<file path="src/rtl/sdram_ctrl_arbiter_pkg.sv">
// sdram_ctrl_arbiter_pkg
//   Shared types and width helpers for the SDRAM request-port arbiter.
//   arb_state_t : arbiter FSM encoding (IDLE, ISSUE, WAIT_RD)
//   req_idx_w() : index width for a requester count (at least 1 bit)
//   cnt_w()     : counter width able to hold values 0 .. n-1 (at least 1 bit)
package sdram_ctrl_arbiter_pkg;

  typedef enum logic [1:0] {
    IDLE    = 2'd0,
    ISSUE   = 2'd1,
    WAIT_RD = 2'd2
  } arb_state_t;

  function automatic int unsigned req_idx_w(input int unsigned n);
    return (n <= 2) ? 1 : $clog2(n);
  endfunction

  function automatic int unsigned cnt_w(input int unsigned n);
    return (n <= 2) ? 1 : $clog2(n);
  endfunction

endpackage

</file>
<file path="src/rtl/sdram_ctrl_arbiter_rr_picker.sv">
// sdram_ctrl_arbiter_rr_picker
//   Combinational round-robin picker. Returns the first set bit of req_i
//   searching last_i+1, last_i+2, ... wrapping around to last_i itself.
//   Ports:
//     req_i   [N_REQ]  pending request vector
//     last_i  [IDX_W]  index of the requester served most recently
//     idx_o   [IDX_W]  index of the winner (0 when nothing pending)
//     any_o   1        at least one request pending
module sdram_ctrl_arbiter_rr_picker
  import sdram_ctrl_arbiter_pkg::*;
#(
  parameter int N_REQ = 2,
  parameter int IDX_W = 1
) (
  input  logic [N_REQ-1:0] req_i,
  input  logic [IDX_W-1:0] last_i,
  output logic [IDX_W-1:0] idx_o,
  output logic             any_o
);

  int c;

  // Walk the offsets from farthest to nearest so the nearest pending
  // requester after last_i is the one that sticks.
  always_comb begin
    idx_o = '0;
    any_o = 1'b0;
    c     = 0;
    for (int k = N_REQ; k >= 1; k--) begin
      c = int'(last_i) + k;
      if (c >= N_REQ) c = c - N_REQ;
      if (req_i[c[IDX_W-1:0]]) begin
        idx_o = IDX_W'(c);
        any_o = 1'b1;
      end
    end
  end

endmodule

</file>
<file path="src/rtl/sdram_ctrl_arbiter.sv">
// sdram_ctrl_arbiter
//   Shares one SDRAM controller request port among N_REQ requesters with
//   round-robin arbitration and a single transaction in flight. A grant is
//   held until the write is accepted or the read data comes back.
//
//   state   | meaning
//   --------+-----------------------------------------------------------
//   IDLE    | no grant; s_* driven 0; pick next pending requester
//   ISSUE   | granted requester's request forwarded to the controller
//   WAIT_RD | read accepted, waiting for s_valid_i (no new grant)
//
//   Optional build macro SDRAM_ARB_TIMEOUT_EN: adds a read-wait watchdog
//   that aborts WAIT_RD with an error pulse after TIMEOUT cycles.
//
//   Ports:
//     clk_i, rst_n_i       clock, synchronous active-low reset
//     m_wr_i/m_rd_i        per-requester write byte enables / read request
//     m_addr_i             per-requester address
//     m_write_data_i       per-requester write data
//     m_rdy_o              request accepted (one-hot or zero)
//     m_valid_o            read data valid (one-hot or zero)
//     m_error_o            error response (one-hot or zero)
//     m_read_data_o        read data broadcast, qualified by m_valid_o
//     s_wr_o/s_rd_o        controller write byte enables / read request
//     s_addr_o             controller address
//     s_write_data_o       controller write data
//     s_rdy_i/s_valid_i    controller accept / read data valid
//     s_error_i            controller error
//     s_read_data_i        controller read data
module sdram_ctrl_arbiter
  import sdram_ctrl_arbiter_pkg::*;
#(
  parameter int N_REQ      = 2,
  parameter int ADDR_WIDTH = 32,
  parameter int DATA_WIDTH = 32,
  parameter int TIMEOUT    = 1024
) (
  input  logic                                 clk_i,
  input  logic                                 rst_n_i,
  input  logic [N_REQ-1:0][DATA_WIDTH/8-1:0]   m_wr_i,
  input  logic [N_REQ-1:0]                     m_rd_i,
  input  logic [N_REQ-1:0][ADDR_WIDTH-1:0]     m_addr_i,
  input  logic [N_REQ-1:0][DATA_WIDTH-1:0]     m_write_data_i,
  output logic [N_REQ-1:0]                     m_rdy_o,
  output logic [N_REQ-1:0]                     m_valid_o,
  output logic [N_REQ-1:0]                     m_error_o,
  output logic [DATA_WIDTH-1:0]                m_read_data_o,
  output logic [DATA_WIDTH/8-1:0]              s_wr_o,
  output logic                                 s_rd_o,
  output logic [ADDR_WIDTH-1:0]                s_addr_o,
  output logic [DATA_WIDTH-1:0]                s_write_data_o,
  input  logic                                 s_rdy_i,
  input  logic                                 s_valid_i,
  input  logic                                 s_error_i,
  input  logic [DATA_WIDTH-1:0]                s_read_data_i
);

  localparam int WORD_LEN  = DATA_WIDTH / 8;
  localparam int IDX_W     = int'(req_idx_w(N_REQ));
  localparam int TIMEOUT_W = int'(cnt_w(TIMEOUT));

  if (N_REQ < 2 || N_REQ > 8 || TIMEOUT < 2 || TIMEOUT_W < 1) begin : g_bad_param
    $error("sdram_ctrl_arbiter: N_REQ must be 2..8 and TIMEOUT at least 2");
  end

  arb_state_t       state_q, state_d;
  logic [IDX_W-1:0] grant_q, grant_d;
  logic [IDX_W-1:0] last_q, last_d;

  logic [N_REQ-1:0] pending;
  logic [IDX_W-1:0] pick_idx;
  logic             pick_any;
  logic             g_rd;
  logic             g_wr;

`ifdef SDRAM_ARB_TIMEOUT_EN
  logic [TIMEOUT_W-1:0] wdog_q, wdog_d;
`endif

  always_comb begin
    for (int i = 0; i < N_REQ; i++) begin
      pending[i] = m_rd_i[i] | (|m_wr_i[i]);
    end
  end

  sdram_ctrl_arbiter_rr_picker #(
    .N_REQ (N_REQ),
    .IDX_W (IDX_W)
  ) u_picker (
    .req_i  (pending),
    .last_i (last_q),
    .idx_o  (pick_idx),
    .any_o  (pick_any)
  );

  assign g_rd          = m_rd_i[grant_q];
  assign g_wr          = |m_wr_i[grant_q];
  assign m_read_data_o = s_read_data_i;

  always_ff @(posedge clk_i) begin
    if (!rst_n_i) begin
      state_q <= IDLE;
      grant_q <= '0;
      last_q  <= IDX_W'(N_REQ - 1);
`ifdef SDRAM_ARB_TIMEOUT_EN
      wdog_q  <= '0;
`endif
    end else begin
      state_q <= state_d;
      grant_q <= grant_d;
      last_q  <= last_d;
`ifdef SDRAM_ARB_TIMEOUT_EN
      wdog_q  <= wdog_d;
`endif
    end
  end

  always_comb begin
    state_d        = state_q;
    grant_d        = grant_q;
    last_d         = last_q;
    m_rdy_o        = '0;
    m_valid_o      = '0;
    m_error_o      = '0;
    s_wr_o         = '0;
    s_rd_o         = 1'b0;
    s_addr_o       = '0;
    s_write_data_o = '0;
`ifdef SDRAM_ARB_TIMEOUT_EN
    wdog_d         = wdog_q;
`endif

    unique case (state_q)
      IDLE: begin
        if (pick_any) begin
          grant_d = pick_idx;
          state_d = ISSUE;
        end
      end

      ISSUE: begin
        m_error_o[grant_q] = s_error_i;
        if (!(g_rd || g_wr)) begin
          // Requester withdrew before acceptance: release without
          // counting it as served.
          state_d = IDLE;
        end else begin
          s_rd_o         = g_rd;
          s_wr_o         = g_rd ? '0 : m_wr_i[grant_q];
          s_addr_o       = m_addr_i[grant_q];
          s_write_data_o = m_write_data_i[grant_q];
          m_rdy_o[grant_q] = s_rdy_i;
          if (s_rdy_i) begin
            last_d  = grant_q;
            state_d = g_rd ? WAIT_RD : IDLE;
`ifdef SDRAM_ARB_TIMEOUT_EN
            wdog_d  = '0;
`endif
          end
        end
      end

      WAIT_RD: begin
`ifdef SDRAM_ARB_TIMEOUT_EN
        wdog_d = wdog_q + 1'b1;
`endif
        if (s_valid_i) begin
          m_valid_o[grant_q] = 1'b1;
          m_error_o[grant_q] = s_error_i;
          state_d            = IDLE;
`ifdef SDRAM_ARB_TIMEOUT_EN
        end else if (wdog_q == TIMEOUT_W'(TIMEOUT - 1)) begin
          m_error_o[grant_q] = 1'b1;
          state_d            = IDLE;
`endif
        end
      end

      default: state_d = IDLE;
    endcase

    // Keep every handshake output quiet while reset is asserted, even
    // before the first reset edge has initialised the state register.
    if (!rst_n_i) begin
      m_rdy_o        = '0;
      m_valid_o      = '0;
      m_error_o      = '0;
      s_wr_o         = '0;
      s_rd_o         = 1'b0;
      s_addr_o       = '0;
      s_write_data_o = '0;
    end
  end

endmodule

</file>
<file path="config.mk">
export PLATFORM = sky130hd
export DESIGN_NAME = sdram_ctrl_arbiter
export DESIGN_NICKNAME = d
export VERILOG_FILES = /design/src/rtl/sdram_ctrl_arbiter_pkg.sv /design/src/rtl/sdram_ctrl_arbiter_rr_picker.sv /design/src/rtl/sdram_ctrl_arbiter.sv
export SDC_FILE = /design/constraint.sdc
export NUM_CORES = 1
export LEC_CHECK = 0
export ABC_AREA = 1
export CORE_AREA = 4 4 107 109
export CTS_CLUSTER_DIAMETER = 30
export DETAILED_ROUTE_END_ITERATION = 6
export DIE_AREA = 0 0 111 113
export PLACE_DENSITY = 0.71
export SYNTH_ARGS = -nofsm -noshare
export SYNTH_HDL_FRONTEND = slang
export SYNTH_SLANG_ARGS = --single-unit
</file>
<file path="constraint.sdc">
create_clock -name clk_i -period 2.1 [get_ports clk_i]
set_input_delay 0.21 -clock clk_i [delete_from_list [all_inputs] [get_ports clk_i]]
set_output_delay 0.21 -clock clk_i [all_outputs]
set_load 0.05 [all_outputs]
</file>
Word level (Yosys, flattened, before mapping)
Index checks and enable logic that the tools add are counted.

Equality and inequality tests: 5. Add/sub/neg operators: 4. Magnitude comparators: 6. Multiplexer cells: 48. Bitwise gates (word level): 4. Reduce and logical (&&, ||, !) cells: 9.

Operators by type and width (count): 2-to-1 mux 32 bit (10); 2-to-1 mux 2 bit (13); 2-to-1 mux 4 bit (6); 2-to-1 mux 1 bit (16); OR reduction 4 bit (3); less-than comparator 1 x 2 -> 1 bit, second input constant (3); one-hot mux 2 bit (3 select lines) (1); AND reduction 3 bit (2); bitwise AND 2 bit (2); inequality test 2 bit, second input constant (2); one-hot mux 2 bit (2 select lines) (1); adder 1 x 2 -> 3 bit, second input constant (1); >= comparator 3 x 2 -> 1 bit, second input constant (1); inequality test 3 bit, second input constant (1); adder 1 x 1 -> 2 bit, second input constant (1); equality test 2 x 1 -> 1 bit, second input constant (1); equality test 2 bit, second input constant (1); >= comparator 2 bit, second input constant (1); zero test 2 bit (1); OR 1 bit (2); AND reduction 2 bit (1); subtractor 1 bit, second input constant (2); demux 1 bit (select 1 bit) (1); >= comparator 1 bit, second input constant (1); 2 further kinds (2).

Output and inout port bits: 107. Logic and storage cells: 79. Bits in registers: 4. Input bits: 175.

Logic depth before layout (Yosys ltp)
Depth in word-level cells: 9. Mapped depth: 10. Depth with buffers taken out: 10.

Hierarchy
Synthesis repeated with hierarchy kept, for this count alone.

Cell total of the unflattened synthesis: 328. Area, all modules: 1665.3 um^2.

By module, submodules not included: sdram_ctrl_arbiter (instances 1, sequential area each 80.1 um^2, cells an instance 325, area each 1650.3 um^2); sdram_ctrl_arbiter_rr_picker (instances 1, sequential area each 0.0 um^2, cells an instance 3, area each 15.0 um^2).

Least setup slack after synthesis
Ideal clock, no wire load.

Path type: reg2out. Start point: register grant_q. End point: output m_valid_o[0]. Setup slack: 121 ps. Buffers on the path: 2. Stages on the path, launching flop included: 4. Required time: 1890 ps. Data arrival time: 1769 ps. Cells stage by stage: dfxtp_1 -> buf_6 -> clkbuf_1 -> nor3_1.

Cells in the longest elaborated chain, start to end: 7. Elaborated cells between the ends (all ways): 8. Classes of those cells: order compare (2); mux (5); reduce/logical (1).

RTL lines: start: declaration (line sdram_ctrl_arbiter.sv:67) `logic [IDX_W-1:0] grant_q, grant_d;`; start signal: assignment (line sdram_ctrl_arbiter.sv:110) `grant_q <= grant_d;`; less-than comparator 1 x 2 -> 1 bit (not written as such) / >= comparator 1 bit (equally long branches) (line sdram_ctrl_arbiter.sv:168) `m_valid_o[grant_q] = 1'b1;`; logical AND 1 bit (not written as such) (line sdram_ctrl_arbiter.sv:168); 2-to-1 mux 1 bit (not written as such) (line sdram_ctrl_arbiter.sv:168); demux 1 bit (select 1 bit) * (line sdram_ctrl_arbiter.sv:168); 2-to-1 mux 2 bit * (line sdram_ctrl_arbiter.sv:167) `if (s_valid_i) begin`; 2-to-1 mux 2 bit * (line sdram_ctrl_arbiter.sv:133) `unique case (state_q)`; 2-to-1 mux 2 bit * (line sdram_ctrl_arbiter.sv:184) `if (!rst_n_i) begin`; end: declaration (line sdram_ctrl_arbiter.sv:45) `output logic [N_REQ-1:0] m_valid_o,`.

Mark *: on every way between the ends. The rest lies on a longest branch, timed or not.

Final worst setup path
Start point: input m_wr_i[0] (netlist bit). End point: output s_write_data_o[31].

Cells in the longest elaborated chain, start to end: 7.

RTL lines: start: declaration (line sdram_ctrl_arbiter.sv:40) `input logic [N_REQ-1:0][DATA_WIDTH/8-1:0] m_wr_i,`; 2-to-1 mux 4 bit (not written as such) (2 in series) (line sdram_ctrl_arbiter.sv:97) `assign g_wr = |m_wr_i[grant_q];`; OR reduction 4 bit (line sdram_ctrl_arbiter.sv:97); logical OR 1 bit (line sdram_ctrl_arbiter.sv:143) `if (!(g_rd || g_wr)) begin`; 2-to-1 mux 32 bit (line sdram_ctrl_arbiter.sv:143); 2-to-1 mux 32 bit (line sdram_ctrl_arbiter.sv:133); 2-to-1 mux 32 bit (line sdram_ctrl_arbiter.sv:184); end: declaration (line sdram_ctrl_arbiter.sv:51) `output logic [DATA_WIDTH-1:0] s_write_data_o,`.

Every way passes these cells. The select of a mux whose other input is x is not followed.

==> impl_metrics.env <==
export IMPL_cts_root_buffer="sky130_fd_sc_hd__clkbuf_8"
export IMPL_use_met2=0.2071
export IMPL_final_clock_skew_ps=1.324
export IMPL_endpoint_kind="output pin"
export IMPL_antenna_cells=0
export IMPL_ys_top_cells_by_area="sky130_fd_sc_hd__nand2_1 31%, sky130_fd_sc_hd__a21oi_2 28%, sky130_fd_sc_hd__buf_4 13%, sky130_fd_sc_hd__dfxtp_1 4.2%, sky130_fd_sc_hd__buf_6 4.2%"
export IMPL_rows=38
export IMPL_wirelength_um=8247
export IMPL_netlist_top_cells_count="154 x sky130_fd_sc_hd__nand2_1, 60 x sky130_fd_sc_hd__a21oi_2, 33 x sky130_fd_sc_hd__buf_4"
export IMPL_grt_start_max_net_pins=40
export IMPL_post_cts_setup_buffers=0
export IMPL_grt_busiest_layer="met2"
export IMPL_rr_worst_depth=9
export IMPL_share_of_the_clock_period_used_by_the_worst_path=0.9362
export IMPL_post_layout_nonfiller_instances=649
export IMPL_htree_levels=1
export IMPL_achievable_frequency_mhz=508.7
export IMPL_core_um2=10600
export IMPL_cts_buffer_depth=2
export IMPL_clock_sinks=4
export IMPL_chipHeight_um=113
export IMPL_yosys_register_bits=4
export IMPL_worstMarginPinSlew_ps=391.8
export IMPL_worst_skew_pair_late_latency_ps=220
export IMPL_synth_area_per_cell_um2=5.647
export IMPL_layout_min_cycle_time_ps=1966
export IMPL_wl_per_cell_um=12.71
export IMPL_cp_arrival_ps=1760
export IMPL_synth_ff_type="sky130_fd_sc_hd__dfxtp_1"
export IMPL_die_w_um=111
export IMPL_report_power_total_mw=1.955
export IMPL_power_ir_vdd_worst_uv=303.1
export IMPL_grt_met1_usage=0.1268
export IMPL_drt_first_pass_iters=4
export IMPL_drc_errors=0
export IMPL_netlist_instances=335
export IMPL_min_path_type="input port to output pin"
export IMPL_grtUsageTotal=0.1167
export IMPL_floorplan_die_area_um2=12540
export IMPL_initialDrtViolationCount=123
export IMPL_ant_nets=0
export IMPL_global_route_usage_met3=0.04652
export IMPL_critPathMaxFanout=33
export IMPL_routabilityCongestion=0.9015
export IMPL_vias_post_dr=2778
export IMPL_layout_nets=690
export IMPL_setup_worst_path_start_class="input port"
export IMPL_setup_violations=0
export IMPL_critPathKind="input port to output pin"
export IMPL_synth_yosys_warnings=0
export IMPL_dp_cells=646
export IMPL_tritoncts="built"
export IMPL_design_portCount=282
export IMPL_drv_max_cap_violation_count=0
export IMPL_synth_fp_nets=514
export IMPL_relSlewSlack=0.7388
export IMPL_detailedPlacementHpwl_um=7073
export IMPL_route_detailed_vias_per_inst=4.280
export IMPL_ys_async_sr_fraction=0
export IMPL_timing_hold_worst_path_depth=0
export IMPL_worst_ep_required_time_ps=1890
export IMPL_synth_cell_type_count=22
export IMPL_antenna_found_initial=0
export IMPL_first_global_vias=2650
export IMPL_seq_area_frac_synth=0.04233
export IMPL_hold_violations=0
export IMPL_post_route_cells_drive_above_1_share=0.3006
export IMPL_timing_max_transition_violations_final=0
export IMPL_grt_setup_unrepaired="no"
export IMPL_area_delta_synth_final_pct=107.3
export IMPL_cellPowerDensity_nw_per_um2=498.6
export IMPL_finalSetupTns_ps=0
export IMPL_grt_overflow=0
export IMPL_power_leakage_nw=1.694
export IMPL_post_synth_instance_area_um2=1892
export IMPL_most_common_cell_in_the_netlist="sky130_fd_sc_hd__nand2_1"
export IMPL_grt_pass1_wl_um=12560
export IMPL_synth_enable_flop_cells=0
export IMPL_outcome="completed"
export IMPL_synthDominantAreaCellType="sky130_fd_sc_hd__nand2_1"
export IMPL_initial_utilization=0.1784
export IMPL_synth_largest_type_area_fraction=0.3056
export IMPL_cts_made_buffers=3
export IMPL_port_buffers=217
-- worst paths after layout --
path	start	end	slack, ps
max	m_wr_i[0]	s_write_data_o[31]	130
min	s_read_data_i[0]	m_read_data_o[0]	420
max reg2reg	grant_q	state_q[0]	770
min reg2reg	last_q	last_q	530
-- cell usage in the layout (no fill, tap or decap), drive strengths merged --
master	Yosys	layout
nand4	2	2
nand3	5	5
nor3	1	1
o221ai	1	1
inv	19	19
a21oi	66	66
nor2	18	18
clkdlybuf4s50	0	142
or2	2	2
o22ai	1	1
nand2	155	155
ha	4	4
o21ai	3	3
dfxtp	4	4
a21boi	1	1
clkbuf	12	3
buf	41	82
-- layer usage --
metal	up-vias	share of wire	wire [µm]
met2	156	0.48	3974
met3	29	0.12	955
met1	1223	0.38	3105
met5	-	0	0
met4	0	0.026	211
li1	1370	-	-
-- sequential cells by signal, indices dropped and copies added (netlist names) --
name	count
state_q	2
grant_q	1
last_q	1
-- layout make-up --
class                           instances  area, µm²
Timing Repair Buffer                  224       2182
Clock buffer                            3      41.29
Multi-Input combinational cell        259       1368
Fill cell                            1107       6681
Sequential cell                         4      83.83
Tap cell                              140      175.2
Inverter                               19      71.32
-- per-stage QoR --
| step | hold WS (ps) | area [µm²] | utilization | setup WS, ps |
|---|---|---|---|---|
| after detailed placement | 420.3 | 3866 | 0.3646 | 95.05 |
| after global routing | 420.1 | 3921 | 0.3698 | 12.03 |
| after floorplan | 330.5 | 1892 | - | 121.5 |
| after CTS | 420.3 | 3908 | 0.3685 | 78.82 |
| after global placement | 420.3 | 3866 | 0.3646 | 95.61 |
| final | 420.0 | 3921 | 0.3698 | 134.0 |
-- cell families after synthesis --
group | count (synthesis) | share of synthesized area
buffers and inverters | 72 | 0.2368
adders and majority gates | 4 | 0.02646
AOI/OAI and AO/OA | 72 | 0.3155
DFF | 4 | 0.04233
and+or+nand+nor | 183 | 0.3790
-- power by group --
| part | total, mW | leakage, nW | switching (mW) | internal, mW |
|---|---|---|---|---|
| clock | 0.160 | 0.0216 | 0.0377 | 0.122 |
| sequential | 0.108 | 0.0337 | 0.0139 | 0.0939 |
| combinational | 1.69 | 1.64 | 1.05 | 0.638 |
-- worst max-delay path: stages --
cell and delay (ps):
sky130_fd_sc_hd__clkdlybuf4s50_1 490, sky130_fd_sc_hd__inv_1 50, sky130_fd_sc_hd__o21ai_1 160, sky130_fd_sc_hd__nor2_1 70, sky130_fd_sc_hd__nand3_2 110, sky130_fd_sc_hd__nand2_4 90, sky130_fd_sc_hd__buf_16 190, sky130_fd_sc_hd__a21oi_1 150
sky130_fd_sc_hd__buf_4 210
-- repair_timing --
action	CTS	global route
hold buffers	0	0
endpoints found under the setup margin	0	46
gates resized for setup	0	5
Power figures use the tool's default switching activity.
